[src/rtl/vga_pkg.sv]
// Shared VGA definitions: pattern codes and default 640x480 timing.
package vga_pkg;

  typedef enum logic [2:0] {
    PAT_BLACK  = 3'd0,
    PAT_RED    = 3'd1,
    PAT_GRN    = 3'd2,
    PAT_BLU    = 3'd3,
    PAT_CHECK  = 3'd4,
    PAT_BARS   = 3'd5,
    PAT_BORDER = 3'd6,
    PAT_BOX    = 3'd7
  } pattern_e;

  localparam int VGA_H_ACTIVE = 640;
  localparam int VGA_H_FRONT  = 16;
  localparam int VGA_H_SYNC   = 96;
  localparam int VGA_H_BACK   = 48;
  localparam int VGA_V_ACTIVE = 480;
  localparam int VGA_V_FRONT  = 10;
  localparam int VGA_V_SYNC   = 2;
  localparam int VGA_V_BACK   = 33;

endpackage

[src/rtl/vga_timing_core.sv]
// Raster counters plus registered sync/DE/coordinate decode (one cycle behind the counters).
module vga_timing_core
  import vga_pkg::*;
#(
  parameter int H_ACTIVE = VGA_H_ACTIVE,
  parameter int H_FRONT  = VGA_H_FRONT,
  parameter int H_SYNC   = VGA_H_SYNC,
  parameter int H_BACK   = VGA_H_BACK,
  parameter int V_ACTIVE = VGA_V_ACTIVE,
  parameter int V_FRONT  = VGA_V_FRONT,
  parameter int V_SYNC   = VGA_V_SYNC,
  parameter int V_BACK   = VGA_V_BACK,
  parameter bit H_POL    = 1'b0,
  parameter bit V_POL    = 1'b0,
  localparam int H_TOTAL = H_ACTIVE + H_FRONT + H_SYNC + H_BACK,
  localparam int V_TOTAL = V_ACTIVE + V_FRONT + V_SYNC + V_BACK,
  localparam int CW      = $clog2(H_TOTAL),
  localparam int RW      = $clog2(V_TOTAL)
) (
  input  logic          i_Clk,
  input  logic          i_Rst_L,
  output logic [CW-1:0] o_Cnt_Col,
  output logic [RW-1:0] o_Cnt_Row,
  output logic          o_Wrap,
  output logic          o_HSync,
  output logic          o_VSync,
  output logic          o_DE,
  output logic [CW-1:0] o_Col,
  output logic [RW-1:0] o_Row,
  output logic          o_Frame_Start
);

  logic [CW-1:0] col_q, col_d, ocol_q;
  logic [RW-1:0] row_q, row_d, orow_q;
  logic          hs_q, vs_q, de_q, fs_q;
  logic          col_last, row_last, hs_act, vs_act, de_act;

  assign col_last = (col_q == CW'(H_TOTAL - 1));
  assign row_last = (row_q == RW'(V_TOTAL - 1));

  always_comb begin
    col_d = col_last ? '0 : col_q + CW'(1);
    row_d = row_q;
    if (col_last) row_d = row_last ? '0 : row_q + RW'(1);
  end

  assign hs_act = (col_q >= CW'(H_ACTIVE + H_FRONT)) &&
                  (col_q <= CW'(H_ACTIVE + H_FRONT + H_SYNC - 1));
  assign vs_act = (row_q >= RW'(V_ACTIVE + V_FRONT)) &&
                  (row_q <= RW'(V_ACTIVE + V_FRONT + V_SYNC - 1));
  assign de_act = (col_q < CW'(H_ACTIVE)) && (row_q < RW'(V_ACTIVE));

  always_ff @(posedge i_Clk or negedge i_Rst_L) begin
    if (!i_Rst_L) begin
      col_q  <= '0;
      row_q  <= '0;
      ocol_q <= '0;
      orow_q <= '0;
      hs_q   <= ~H_POL;
      vs_q   <= ~V_POL;
      de_q   <= 1'b0;
      fs_q   <= 1'b0;
    end else begin
      col_q  <= col_d;
      row_q  <= row_d;
      ocol_q <= col_q;
      orow_q <= row_q;
      hs_q   <= hs_act ? H_POL : ~H_POL;
      vs_q   <= vs_act ? V_POL : ~V_POL;
      de_q   <= de_act;
      fs_q   <= (col_q == '0) && (row_q == '0);
    end
  end

  // o_Wrap marks the edge on which the counters move to (0,0).
  assign o_Wrap        = col_last && row_last;
  assign o_Cnt_Col     = col_q;
  assign o_Cnt_Row     = row_q;
  assign o_HSync       = hs_q;
  assign o_VSync       = vs_q;
  assign o_DE          = de_q;
  assign o_Col         = ocol_q;
  assign o_Row         = orow_q;
  assign o_Frame_Start = fs_q;

endmodule

[src/rtl/vga_video_engine.sv]
// VGA test-pattern engine: timing core plus pattern select/colour generation.
// VGA_BOUNCE_BOX_EN enables the bouncing-box pattern (code 7); otherwise code 7 is black.
module vga_video_engine
  import vga_pkg::*;
#(
  parameter int H_ACTIVE  = VGA_H_ACTIVE,
  parameter int H_FRONT   = VGA_H_FRONT,
  parameter int H_SYNC    = VGA_H_SYNC,
  parameter int H_BACK    = VGA_H_BACK,
  parameter int V_ACTIVE  = VGA_V_ACTIVE,
  parameter int V_FRONT   = VGA_V_FRONT,
  parameter int V_SYNC    = VGA_V_SYNC,
  parameter int V_BACK    = VGA_V_BACK,
  parameter bit H_POL     = 1'b0,
  parameter bit V_POL     = 1'b0,
  parameter int VIDEO_W   = 3,
  parameter int TILE_LOG2 = 5,
  parameter int BOX_SIZE  = 32,
  localparam int H_TOTAL  = H_ACTIVE + H_FRONT + H_SYNC + H_BACK,
  localparam int V_TOTAL  = V_ACTIVE + V_FRONT + V_SYNC + V_BACK,
  localparam int CW       = $clog2(H_TOTAL),
  localparam int RW       = $clog2(V_TOTAL)
) (
  input  logic               i_Clk,
  input  logic               i_Rst_L,
  input  logic               i_Pattern_DV,
  input  logic [2:0]         i_Pattern_Sel,
  output logic               o_HSync,
  output logic               o_VSync,
  output logic               o_DE,
  output logic [CW-1:0]      o_Col,
  output logic [RW-1:0]      o_Row,
  output logic               o_Frame_Start,
  output logic [VIDEO_W-1:0] o_Red,
  output logic [VIDEO_W-1:0] o_Grn,
  output logic [VIDEO_W-1:0] o_Blu
);

  localparam int BAR_W = H_ACTIVE / 8;
  localparam logic [VIDEO_W-1:0] FULL = '1;

  logic [CW-1:0] cnt_col;
  logic [RW-1:0] cnt_row;
  logic          wrap;

  vga_timing_core #(
    .H_ACTIVE(H_ACTIVE), .H_FRONT(H_FRONT), .H_SYNC(H_SYNC), .H_BACK(H_BACK),
    .V_ACTIVE(V_ACTIVE), .V_FRONT(V_FRONT), .V_SYNC(V_SYNC), .V_BACK(V_BACK),
    .H_POL(H_POL), .V_POL(V_POL)
  ) u_timing (
    .i_Clk(i_Clk), .i_Rst_L(i_Rst_L),
    .o_Cnt_Col(cnt_col), .o_Cnt_Row(cnt_row), .o_Wrap(wrap),
    .o_HSync(o_HSync), .o_VSync(o_VSync), .o_DE(o_DE),
    .o_Col(o_Col), .o_Row(o_Row), .o_Frame_Start(o_Frame_Start)
  );

  pattern_e pend_q, pend_d, act_q, act_d;

  // Active takes the pending value held before this edge, so a strobe on the wrap edge waits a frame.
  always_comb begin
    pend_d = i_Pattern_DV ? pattern_e'(i_Pattern_Sel) : pend_q;
    act_d  = wrap ? pend_q : act_q;
  end

  always_ff @(posedge i_Clk or negedge i_Rst_L) begin
    if (!i_Rst_L) begin
      pend_q <= PAT_BLACK;
      act_q  <= PAT_BLACK;
    end else begin
      pend_q <= pend_d;
      act_q  <= act_d;
    end
  end

`ifdef VGA_BOUNCE_BOX_EN
  logic [CW-1:0] bx_q, bx_d;
  logic [RW-1:0] by_q, by_d;
  logic          dx_q, dx_d, dy_q, dy_d;
  logic          in_box;

  // dx/dy = 1 means moving toward larger coordinates.
  always_comb begin
    bx_d = bx_q;
    by_d = by_q;
    dx_d = dx_q;
    dy_d = dy_q;
    if (wrap) begin
      if (dx_q && (int'(bx_q) + BOX_SIZE >= H_ACTIVE)) begin
        dx_d = 1'b0;
        bx_d = bx_q - CW'(1);
      end else if (!dx_q && (bx_q == '0)) begin
        dx_d = 1'b1;
        bx_d = bx_q + CW'(1);
      end else begin
        bx_d = dx_q ? bx_q + CW'(1) : bx_q - CW'(1);
      end
      if (dy_q && (int'(by_q) + BOX_SIZE >= V_ACTIVE)) begin
        dy_d = 1'b0;
        by_d = by_q - RW'(1);
      end else if (!dy_q && (by_q == '0)) begin
        dy_d = 1'b1;
        by_d = by_q + RW'(1);
      end else begin
        by_d = dy_q ? by_q + RW'(1) : by_q - RW'(1);
      end
    end
  end

  always_ff @(posedge i_Clk or negedge i_Rst_L) begin
    if (!i_Rst_L) begin
      bx_q <= '0;
      by_q <= '0;
      dx_q <= 1'b1;
      dy_q <= 1'b1;
    end else begin
      bx_q <= bx_d;
      by_q <= by_d;
      dx_q <= dx_d;
      dy_q <= dy_d;
    end
  end

  assign in_box = (cnt_col >= bx_q) && (int'(cnt_col) < int'(bx_q) + BOX_SIZE) &&
                  (cnt_row >= by_q) && (int'(cnt_row) < int'(by_q) + BOX_SIZE);
`endif

  logic [VIDEO_W-1:0] red_d, grn_d, blu_d, red_q, grn_q, blu_q;
  logic [2:0]         bar_k;
  logic               de_now, on_border;

  always_comb begin
    bar_k = 3'd0;
    for (int i = 1; i < 8; i++)
      if (int'(cnt_col) >= i * BAR_W) bar_k = 3'(i);
    de_now    = (cnt_col < CW'(H_ACTIVE)) && (cnt_row < RW'(V_ACTIVE));
    on_border = (cnt_col == '0) || (cnt_col == CW'(H_ACTIVE - 1)) ||
                (cnt_row == '0) || (cnt_row == RW'(V_ACTIVE - 1));
    red_d = '0;
    grn_d = '0;
    blu_d = '0;
    if (de_now) begin
      case (act_q)
        PAT_RED: red_d = FULL;
        PAT_GRN: grn_d = FULL;
        PAT_BLU: blu_d = FULL;
        PAT_CHECK:
          if (cnt_col[TILE_LOG2] ^ cnt_row[TILE_LOG2]) {red_d, grn_d, blu_d} = {3{FULL}};
        PAT_BARS: begin
          red_d = {VIDEO_W{bar_k[0]}};
          grn_d = {VIDEO_W{bar_k[1]}};
          blu_d = {VIDEO_W{bar_k[2]}};
        end
        PAT_BORDER:
          if (on_border) {red_d, grn_d, blu_d} = {3{FULL}};
`ifdef VGA_BOUNCE_BOX_EN
        PAT_BOX:
          if (in_box) {red_d, grn_d, blu_d} = {3{FULL}};
`endif
        default: ;
      endcase
    end
  end

  always_ff @(posedge i_Clk or negedge i_Rst_L) begin
    if (!i_Rst_L) begin
      red_q <= '0;
      grn_q <= '0;
      blu_q <= '0;
    end else begin
      red_q <= red_d;
      grn_q <= grn_d;
      blu_q <= blu_d;
    end
  end

  assign o_Red = red_q;
  assign o_Grn = grn_q;
  assign o_Blu = blu_q;

endmodule

[config.mk]
export PLATFORM = sky130hd
export DESIGN_NAME = vga_video_engine
export DESIGN_NICKNAME = d
export VERILOG_FILES = /design/src/rtl/vga_pkg.sv /design/src/rtl/vga_timing_core.sv /design/src/rtl/vga_video_engine.sv
export SDC_FILE = /design/constraint.sdc
export NUM_CORES = 1
export LEC_CHECK = 0
export BUFFER_PORTS_ARGS = -buffer_cell sky130_fd_sc_hd__buf_2
export CORE_AREA = 2 2 62 87
export DETAILED_ROUTE_END_ITERATION = 8
export DIE_AREA = 0 0 64 89
export GPL_TIMING_DRIVEN = 0
export PLACE_DENSITY_LB_ADDON = 0.05
export SLEW_MARGIN = 20
export SYNTH_ARGS = -nofsm -noshare
export SYNTH_HDL_FRONTEND = slang
export SYNTH_SLANG_ARGS = --single-unit
[constraint.sdc]
create_clock -name i_Clk -period 3.5 [get_ports i_Clk]
set_clock_uncertainty 0.2 [all_clocks]
set_input_delay 0.175 -clock i_Clk [delete_from_list [all_inputs] [get_ports i_Clk]]
set_output_delay 0.175 -clock i_Clk [all_outputs]
set_load 0.03 [all_outputs]
## After elaboration in Yosys (flattened, before gate mapping)

Index checks and enable logic that the tools add are counted.

- Register bits after elaboration: 59
- Input bits: 6
- Output and inout bits: 33
- Logic and storage cells: 68

- Add/sub/neg operators: 2
- Order comparisons: 13
- Eq/ne operators: 10
- Multiplexer cells: 19
- Bitwise gates (word level): 1
- Reductions and logical operators: 10

Operator list:

| kind | count |
|---|---|
| 10-bit by 9-bit greater-or-equal comparator with 1-bit output, second input constant | 4 |
| 3-bit case mux with 4 select lines | 3 |
| 10-bit == test, second input constant | 3 |
| 3-bit two-way mux | 9 |
| 10-bit by 1-bit adder with 10-bit output, second input constant | 2 |
| 10-bit greater-or-equal comparator, second input constant | 2 |
| 10-bit by 8-bit greater-or-equal comparator with 1-bit output, second input constant | 2 |
| 10-bit logical NOT | 2 |
| 10-bit two-way mux | 2 |
| 10-bit by 9-bit == test with 1-bit output, second input constant | 1 |
| 10-bit by 7-bit greater-or-equal comparator with 1-bit output, second input constant | 1 |
| 10-bit less-or-equal comparator, second input constant | 1 |
| 10-bit by 9-bit less-or-equal comparator with 1-bit output, second input constant | 1 |
| 10-bit less-than comparator, second input constant | 1 |
| 10-bit by 9-bit less-than comparator with 1-bit output, second input constant | 1 |
| 3-bit == test, second input constant | 3 |
| 3-bit by 2-bit == test with 1-bit output, second input constant | 2 |
| 1-bit logical AND | 5 |
| 2-bit two-way mux | 2 |
| 3-bit by 1-bit == test with 1-bit output, second input constant | 1 |
| 1-bit logical OR | 3 |
| 1-bit two-way mux | 3 |
| 1-bit bitwise XOR | 1 |

## Longest topological paths before layout

- Depth in word-level cells: 10
- Depth in mapped cells: 7
- Depth with buffers taken out: 7

## Cells and area by module

Synthesis repeated with hierarchy kept, for this count alone.

- Cells, all modules: 213
- Area total of the unflattened synthesis: 2378.5 um^2

Modules (own cells, without submodules):

| module | times used | cells an instance | area each (um^2) | seq. area each (um^2) |
|---|---|---|---|---|
| vga_timing_core | 1 | 135 | 1679.1 | 1103.6 |
| vga_video_engine | 1 | 78 | 699.4 | 225.2 |

## Least setup slack after synthesis

No wires, ideal clock.

- Path type: register -> register
- Start point: register u_timing.row_q[1] (netlist: u_timing.o_Cnt_Row[1])
- End point: register act_q[0]
- Library setup time: 0.127 ns
- Arrival: 1.978 ns
- Data required time: 3.173 ns
- Path slack: 1.194 ns
- Cell stages (with the launch flop): 7
- Path buffers: 0
- Period minus slack after synthesis: 2.306 ns
- Cell sequence: dfrtp_1 > inv_1 > ha_1 > or4b_4 > nor4_4 > and2_2 > mux2_1

- Cells in the longest elaborated chain, start to end: 2

Ends and longest elaborated chain:

| what | line | source |
|---|---|---|
| from (decl) | vga_timing_core.sv:34 | `logic [RW-1:0] row_q, row_d, orow_q;` |
| from (signal assigned) | vga_timing_core.sv:65 | `row_q <= row_d;` |
| 10-bit == test | vga_timing_core.sv:39 | `assign row_last = (row_q == RW'(V_TOTAL - 1));` |
| 1-bit logical AND | vga_timing_core.sv:76 | `assign o_Wrap = col_last && row_last;` |
| to (signal assigned) | vga_video_engine.sv:71 | `act_q <= act_d;` |
| to (decl) | vga_video_engine.sv:57 | `pattern_e pend_q, pend_d, act_q, act_d;` |

Every way passes these cells.
A chain may end at the register's enable or synchronous reset.

## Worst setup path in the final report

- Start point: register u_timing.col_q[0] (netlist: u_timing.o_Cnt_Col[0])
- End point: register u_timing.row_q[7] (netlist: u_timing.o_Cnt_Row[7])

- Cells in the longest elaborated chain, start to end: 1

Ends and longest elaborated chain:

| what | line | source |
|---|---|---|
| from (decl) | vga_timing_core.sv:33 | `logic [CW-1:0] col_q, col_d, ocol_q;` |
| from (signal assigned) | vga_timing_core.sv:64 | `col_q <= col_d;` |
| 10-bit == test | vga_timing_core.sv:38 | `assign col_last = (col_q == CW'(H_TOTAL - 1));` |

Every way passes these cells.

==> flow_metrics.py <==
metrics = {
    "yosys": {
        "ys_async_sr_fraction_pct": 100,
        "synth_seq_cells": 53,
        "largest_cells_by_area_after_synthesis": "sky130_fd_sc_hd__dfrtp_1 54%, sky130_fd_sc_hd__nor2_1 3.3%, sky130_fd_sc_hd__nand3_1 2.3%",
        "netlist_top_cells_count": "51 x sky130_fd_sc_hd__dfrtp_1, 21 x sky130_fd_sc_hd__nor2_1, 12 x sky130_fd_sc_hd__nand2_1, 11 x sky130_fd_sc_hd__nand3_1, 10 x sky130_fd_sc_hd__o21ai_0",
        "synthesis.area_um2": 2360,
        "syn_inst": 216,
        "synth_sequential_area_ratio_pct": 56.3,
        "synth_most_common_cell": "sky130_fd_sc_hd__dfrtp_1",
        "yosys_warning_total": 0,
        "synth_ff_type": "sky130_fd_sc_hd__dfrtp_1",
        "synth_largest_area_cell": "sky130_fd_sc_hd__dfrtp_1",
        "syn-mean-instance-area_um2": 10.9,
        "syn_nets": 226,
        "number_of_enable_flip_flop_cells_after_synthesis": 0,
        "synth_top_cell_area_share_pct": 54.1,
        "netlist-cell-type-count": 50,
    },
    "clock_network": {
        "htree_num_levels": 2,
        "tritoncts": "yes",
        "clock_tree.buffer_depth": 2,
        "cts.root.buffer_cell": "sky130_fd_sc_hd__clkbuf_8",
        "clock_sink_count": 53,
        "number_of_clock_buffers_inserted_by_tritoncts": 5,
        "worstSkewPairLatency_ns": 0.30,
        "post-cts-setup-buffer-count": 0,
        "path_clk_slew_ns": 0.09,
    },
    "finish": {
        "final.fill_count": 431,
        "fin_area_um2": 2800,
        "drive_gt1_share_pct": 26.4,
        "final_util_pct": 57.8,
        "area_growth_syn_to_layout_pct": 18.6,
        "diodes": 0,
        "final_layout_net_count": 278,
        "stdcell_count": 333,
    },
    "route": {
        "drc_errors": 0,
        "detail_route.first_pass.iterations": 4,
        "drtIter0Drc": 54,
        "avgViaCountPerCell": 5.16,
        "route.detailed.wl_per_inst_um": 13.3,
        "via_count": 1717,
        "route.final.wire_length_um": 4430,
        "antenna_left": 0,
    },
    "sta": {
        "hold_violations": 0,
        "final_worst_setup_slack_ns": 0.859,
        "finalCriticalPeriod_ns": 2.64,
        "grt_setup_unrepaired": "no",
        "min_period_over_period_pct": 75.5,
        "final.setup.tns_ns": 0,
        "finalSetupViolCount": 0,
        "max_slew.worst_pin.slew_ns": 0.630,
        "worst_slew_margin_relative_to_its_limit_pct": 58.0,
        "achievable-frequency_mhz": 379,
        "report.final.slew_viol_count": 0,
    },
    "setup_path": {
        "cp.required_ns": 3.50,
        "arrival_ns": 2.64,
        "setup_crit_start_kind": "flip-flop",
        "worst-setup-path-type": "flip-flop to flip-flop",
        "worst-path-max-fanout": 10,
        "endpoint_kind": "flip-flop",
    },
    "pwr": {
        "share_of_power_burned_in_registers_pct": 61.9,
        "power_density_nw_per_um2": 356,
        "internal_power_uw": 788,
        "leakage_uw": 0.00138,
        "max-vdd-ir-drop_v": 0.000305,
        "pwr-share-clk_pct": 35.4,
        "comb_power_share_pct": 2.7,
        "switchingPower_uw": 209,
        "switching_share_pct": 20.9,
    },
    "floorplan": {
        "placementRows": 30,
        "die_h_um": 89,
        "floorplan.die.width_um": 64,
        "area_of_the_die_um2": 5700,
        "io_pins": 39,
        "fp.coreArea_um2": 4840,
        "initial_utilization_pct": 48.7,
    },
    "job": {
        "cap_violations": 0,
    },
    "global_routing": {
        "largest_net_degree_at_the_start_of_global_routing": 54,
        "grt_first_pass_wirelength_um": 7560,
        "grt_overflow_total": 0,
        "first_global_vias": 1616,
        "grt_usage_pct": 17.2,
        "antenna_found_initial": 0,
    },
    "placed_design": {
        "dpl.cell_count": 318,
        "post-dp-hpwl_um": 3030,
        "detailed_place.area_um2": 2630,
        "place_ws_ns": 0.890,
        "gpl.final_weighted_congestion": 0.774,
        "port_buffers": 38,
    },
    "worst_hold_path": {
        "worst_hold_path_type": "flip-flop to flip-flop",
    },
    "run_status": {
        "status": "complete, no violations",
    },
}
==> through the flow <==
step	hold slack, ns	total power, uW
global route	0.198	1040
finish	0.180	997
detailed placement	0.0463	648
CTS	0.185	1010
floorplan	-0.321	632
global placement	0.154	648
==> worst max-delay path, cell delays in order (launching register included) <==
cell and delay (ns):
sky130_fd_sc_hd__dfrtp_1 0.44, sky130_fd_sc_hd__ha_1 0.21, sky130_fd_sc_hd__nand3_1 0.23, sky130_fd_sc_hd__nor4_1 0.41, sky130_fd_sc_hd__nand3_1 0.38, sky130_fd_sc_hd__nor3_1 0.31, sky130_fd_sc_hd__mux2_2 0.35
==> timing repair <==
item,CTS,global route
hold buffers,7,0
hold endpoints to repair,54,0
setup endpoints to repair,0,0
resized for setup,0,0
==> placed cells by master (no fill, tap or decap), drive strengths merged, types with 5 or more instances in the layout <==
cell          n
nand2        13
o21ai        16
inv           7
xor2          6
nand4         6
mux2          7
nand3        11
and3          6
nor4          5
buf          47
dlygate4sd3   7
clkbuf       13
nor2         21
dfrtp        51
==> cell type report <==
cell class / instances / area (um2) / share of cell area [%]
Buffer: 16 / 93.8 / 3.35
Clock buffer: 6 / 82.6 / 2.95
Clock inverter: 2 / 13.8 / 0.492
Inverter: 7 / 26.3 / 0.939
Multi-Input combinational cell: 140 / 910 / 32.5
Sequential cell: 53 / 1330 / 47.5
Tap cell: 64 / 80.1 / 2.86
Timing Repair Buffer: 45 / 263 / 9.39
==> power groups by stage <==
stage	Sequential [uW]	Clock [uW]	Combinational (uW)
floorplan	629	0	3.68
CTS	617	366	27.8
global route	618	394	30.8
detailed placement	629	0	19.5
global placement	629	0	18.9
finish	617	353	27.0
==> final timing paths <==
check / from / endpoint / slack (ns) / cells after the start
setup reg to reg: u_timing.o_Cnt_Col[0] / u_timing.o_Cnt_Row[7] / 0.86 / 6
setup / recovery: u_timing.o_Cnt_Col[0] / u_timing.o_Cnt_Row[7] / 0.86 / 6
hold reg to reg: u_timing.o_Cnt_Row[2] / u_timing.o_Row[2] / 0.18 / 0
max in group asynchronous: i_Rst_L / act_q[2] / 2.45 / 2
hold / removal: u_timing.o_Cnt_Row[2] / u_timing.o_Row[2] / 0.18 / 0
min in group asynchronous: i_Rst_L / u_timing.o_Col[1] / 0.23 / 2
==> layer usage <==
layer	track usage, %	wire length [um]	vias to the layer above
met4	5.93	63	0
met3	4.41	149	5
met2	30.2	2330	30
met5	0	0	-
li1	-	-	858
met1	20.4	1890	824
==> cell families (layout without fill, tap and decap cells) <==
group	count (synthesis)	count (layout)	synth area share, %
compound gates	34	34	9.23
fa+ha+maj	4	4	2.12
mux	7	7	3.34
xor+xnor	9	9	3.34
buf+inv	23	76	5.09
flops	53	53	56.3
simple gates	86	86	20.5
==> registers in the layout, summed over array words and instances (netlist names), 3 cells and up <==
signal              count
u_timing.o_Col         10
u_timing.o_Row         10
pend_q                  3
u_timing.o_Cnt_Col     10
act_q                   3
u_timing.o_Cnt_Row     10
Power figures use the tool's default switching activity.
